==> src/rtl/write_stage.sv <==
// write_stage -- write-back stage of the 16-bit pipelined processor.
//
// Picks the register-file write data from the ALU result, the memory load
// data or the link address (PC+2). It registers that data together with the
// destination register number and the write enable. The registered outputs
// drive the register-file write port directly.
//
// Ports:
//   clk          system clock, rising-edge active
//   reset        asynchronous, active-high; clears all outputs immediately
//   RegWrite     write enable of the instruction in write-back
//   RegStore     source select: 00 mem, 01 ALU, 10 PC+2, 11 reserved (zero)
//   IPCP2        incremented PC, used as the link/return address
//   ALUResult    pipelined ALU result
//   StoreMem     data read from data memory
//   rdWB         destination register number
//   loadData     registered write-back data
//   loadAddr     registered destination register number
//   regWriteOut  registered write enable; qualifies loadData/loadAddr
module write_stage (
  input  logic        clk,
  input  logic        reset,
  input  logic        RegWrite,
  input  logic [1:0]  RegStore,
  input  logic [15:0] IPCP2,
  input  logic [15:0] ALUResult,
  input  logic [15:0] StoreMem,
  input  logic [2:0]  rdWB,
  output logic [15:0] loadData,
  output logic [2:0]  loadAddr,
  output logic        regWriteOut
);

  typedef enum logic [1:0] {
    SRC_MEM  = 2'b00,
    SRC_ALU  = 2'b01,
    SRC_PC   = 2'b10,
    SRC_RSVD = 2'b11
  } src_e;

  src_e        src_sel;
  logic [15:0] data_d;
  logic [15:0] data_q;
  logic [2:0]  addr_q;
  logic        we_q;

  assign src_sel = src_e'(RegStore);

  // The reserved encoding yields zero, so a stray select never writes
  // stale or undefined data into the register file.
  always_comb begin
    data_d = '0;
    unique case (src_sel)
      SRC_MEM:  data_d = StoreMem;
      SRC_ALU:  data_d = ALUResult;
      SRC_PC:   data_d = IPCP2;
      SRC_RSVD: data_d = '0;
      default:  data_d = '0;
    endcase
  end

  // Address and data load every cycle, whatever the state of RegWrite.
  // Consumers qualify them with regWriteOut.
  always_ff @(posedge clk or posedge reset) begin
    if (reset) begin
      data_q <= '0;
      addr_q <= '0;
      we_q   <= 1'b0;
    end else begin
      data_q <= data_d;
      addr_q <= rdWB;
      we_q   <= RegWrite;
    end
  end

  assign loadData    = data_q;
  assign loadAddr    = addr_q;
  assign regWriteOut = we_q;

endmodule

==> config.mk <==
export PLATFORM = sky130hd
export DESIGN_NAME = write_stage
export DESIGN_NICKNAME = d
export VERILOG_FILES = /design/src/rtl/write_stage.sv
export SDC_FILE = /design/constraint.sdc
export NUM_CORES = 1
export LEC_CHECK = 0
export ABC_AREA = 1
export CAP_MARGIN = 30
export CELL_PAD_IN_SITES_DETAIL_PLACEMENT = 2
export CELL_PAD_IN_SITES_GLOBAL_PLACEMENT = 2
export CORE_MARGIN = 5
export CORE_UTILIZATION = 14
export CTS_CLUSTER_DIAMETER = 200
export CTS_CLUSTER_SIZE = 30
export DETAILED_ROUTE_END_ITERATION = 10
export GPL_TIMING_DRIVEN = 0
export PLACE_DENSITY_LB_ADDON = 0.1
export SLEW_MARGIN = 20
export SYNTH_ARGS = -nofsm -noshare
export SYNTH_HDL_FRONTEND = slang
export SYNTH_SLANG_ARGS = --single-unit
==> constraint.sdc <==
create_clock -name clk -period 0.8 [get_ports clk]
set_input_delay 0.16 -clock clk [delete_from_list [all_inputs] [get_ports clk]]
set_output_delay 0.16 -clock clk [all_outputs]
set_load 0.02 [all_outputs]
Word-level counts from Yosys, hierarchy flattened
Index checks and enable logic that the tools add are counted.
{"block": "word_totals", "regBits": 20, "input_bits": 56, "output_inout_bits": 20, "wordCells": 8}
{"block": "op_classes", "n_eq_ne": 3, "muxes": 1, "n_reduce_logical": 1}
{"op": "case mux 16 bit (4 select lines)", "count": 1}
{"op": "== test 2 bit, second input constant", "count": 2}
{"op": "== test 2 x 1 -> 1 bit, second input constant", "count": 1}
{"op": "logical NOT 2 bit", "count": 1}

Longest topological paths before layout
{"block": "logic_depth", "word_depth": 2, "depth_mapped": 5, "ltp_nobuf": 3}

Worst setup path after synthesis
No wires, ideal clock.
{"block": "synth_path", "path_type": "input to register", "from": "input port RegStore[0]", "to": "register data_q[0], in the netlist loadData[0]", "setup_time_ns": 0.124, "t_arrival_ns": 0.602, "required_ns": 0.676, "slack_ns": 0.074, "cell_stages": 5, "n_path_buf": 2, "path_cell_list": "buf_6 -> inv_2 -> buf_6 -> nand3_1 -> nand3_1"}
{"block": "synth_between", "elab_chain_cells": 2, "word_cells_on_any_way": 5, "classes_between": "eq/ne: 3; mux: 1; reduce/logical: 1"}
{"element": "from (decl)", "line": "24", "source": "input logic [1:0] RegStore,"}
{"element": "== test 2 bit, or another cell as far along", "line": "53", "source": "unique case (src_sel)"}
{"element": "case mux 16 bit (4 select lines) *", "line": "53"}
{"element": "via data_d[0]", "line": "42", "source": "logic [15:0] data_d;"}
{"element": "to (signal assigned)", "line": "70", "source": "data_q <= data_d;"}
{"element": "to (decl)", "line": "43", "source": "logic [15:0] data_q;"}
Mark *: on every way through the listed nets, which the timed path passes. The rest lies on a longest branch.

Worst setup path in the final report
{"block": "layout_path", "from": "register data_q[7], in the netlist loadData[7]", "to": "output port loadData[7]"}
{"element": "to (decl)", "line": "29", "source": "output logic [15:0] loadData,"}
No word-level cell between the ends.

==> run metrics <==
final routed wirelength across all metal layers around 4000 um; routability congestion estimate from global placement 0.692; power per cell area 1490 nW/um^2; path type of the worst min-delay path input pin to flop; mean number of vias per cell 4.09; Syn Nets around 150; critical hold path startpoint RegStore[0]; Critical Path RT about 0.64 ns; worst-case clock buffer depth 2; area taken by multi-input logic gates 325 sq um; number of global-route vias before repair 1276; Post-Synthesis Cell Area approximately 910 sq um; Die Y 90.6 um; Critical Path Sink Type output pin; total area of sequential cells 500 sq um; met1 Usage GRT 11.3%; initial DRC count 13; leading area contributor after synthesis dfrtp_1; overall die width 90.6 um; # hold bufs at CTS 0; I/O pin total 76; class of the most critical setup path flop to output pin; Residual DRC 0; slowest stage cell, crit path dfrtp_1; number of placement rows 29; final number of hold-violating endpoints 0; detailed placer's ending HPWL 3200 um; launching element of the worst setup path loadData[7]; core area 6310 sq um; CP peak stage delay 0.39 ns; Detailed Routing Iterations Pass 1 4; final net count 229; share of the clock period used by the worst path 117%; layout cell share with drive strength beyond 1 20.9%; GR met3 Demand/Resource approximately 2.9%; count of different cell masters after synthesis 9; Setup Slack @ Placement -0.480 ns; biggest area contributors in the synthesized netlist dfrtp_1 (55%), nand3_1 (26%), nand2_1 (6.6%); syn_area_per_cell 9.56 sq um; final hold slack 0.217 ns; worst-path fanout max 1; cell family with the largest share of critical-path delay flip-flops; unrepaired setup endpoints after global routing true; worst path cell trace buf_6; leftover overflow at the end of global routing 0; overall power of the completed layout 0.00271 W; count of buffer and inverter cells on the critical path 1; busiest layer in global routing met2; antenna violations before repair 0; vias after detailed routing 1019; part of the Yosys area used for sequential elements 55.1%; clock tree from TritonCTS done; fmax between 1 and 1.5 GHz; Max rail drop VDD between 700 and 800 uV; final antenna-violating net count 0; area of the die 8200 sq um; area added between synthesis and finish 100%; number of slew-limit violations in the final report 0; transition time of the tightest slew-check pin 0.492 ns; fill cell count 735; largest net degree at the start of global routing 21; leading cell types in the layout, fill and taps excluded clkdlybuf4s50_1 (53), nand3_1 (47), buf_6 (25); final core utilization 28.8%; Static Leakage 0.796 nW; top-area cell type share of the netlist area 55.1%; met2 usage 18.2%; Yosys warning total 0; Post-Synthesis Cells 95; Starting Density 14.4%; CTS clock-pin slew for the worst setup and hold paths 0.08 ns; final number of setup-violating endpoints 20; run status finished, violations left; tightest slew margin relative to the limit 67.1%; root buffer cell clkbuf_8; arrival time at the worst endpoint 0.78 ns; post-DR wirelength/cell roughly 16 um; Final min period 0.936 ns; diode insertion count for antenna repair 0; violations in the final reports setup timing; number of clock buffers inserted by TritonCTS 3; post-layout worst setup margin -0.136 ns; CTS H-tree depth 1; global-route wire length before repair between 6000 and 7000 um; commonest non-fill, non-tap cell in the layout clkdlybuf4s50_1; all-layer global routing usage 10.2%; flip-flop and latch count after synthesis 20; critical path launch point type flop; max-cap violation count 0; total number of clock tree sinks 20; total setup buffers inserted after CTS 0; Port Buffers 73
## per-layer routing
layer	vias up	routed length [um]
met1	498	1560
li1	479	-
met3	2	264
met5	-	0
met2	40	2100
met4	0	54
## stage by stage
step | std cells | cell area [sq um] | TNS [ns]
2_1_floorplan | 95 | 908 | 0
3_3_place_gp | 245 | 1740 | -15.51
3_5_place_dp | 245 | 1740 | -16.11
4_1_cts | 249 | 1820 | -2.90
5_1_grt | 249 | 1820 | -3.23
6_report | 249 | 1820 | -2.57
## state kept, by name, summed over array words and instances (netlist names)
name / cells
loadAddr: 3
loadData: 16
regWriteOut: 1
## layout make-up
class	instances	area share, %
Inverter	3	0.825
Multi-Input combinational cell	65	17.9
Buffer	7	3.92
Tap cell	77	5.30
Sequential cell	20	27.5
Timing Repair Buffer	73	41.5
Clock buffer	4	3.03
## Yosys cell counts
cell     instances
buf_4            2
inv_1            1
buf_6            5
nand2_1         16
nor2_8           1
inv_2            2
nand3_2          1
nand3_1         47
dfrtp_1         20
## cell families after synthesis
kind of cell	synth area share, %
buf+inv	9.09
simple gates	35.8
flops	55.1
## timing repair
item | 4_1_cts | 5_1_grt
setup endpoints to repair | 40 | 20
resized for setup | 121 | 0
endpoints found under the hold margin | 0 | 0
## power breakdown
part | internal [W] | switching (W)
Clock | 0.000438 | 0.000359
Sequential | 0.00109 | 0.0000377
Combinational | 0.000460 | 0.000329
Total | 0.00199 | 0.000725
## final timing paths
check,to,cells past startpoint
min in group asynchronous,regWriteOut,2
max in group asynchronous,loadData[15],2
max,loadData[7],1
min,loadData[8],3
(Power assumes the default switching activity.)
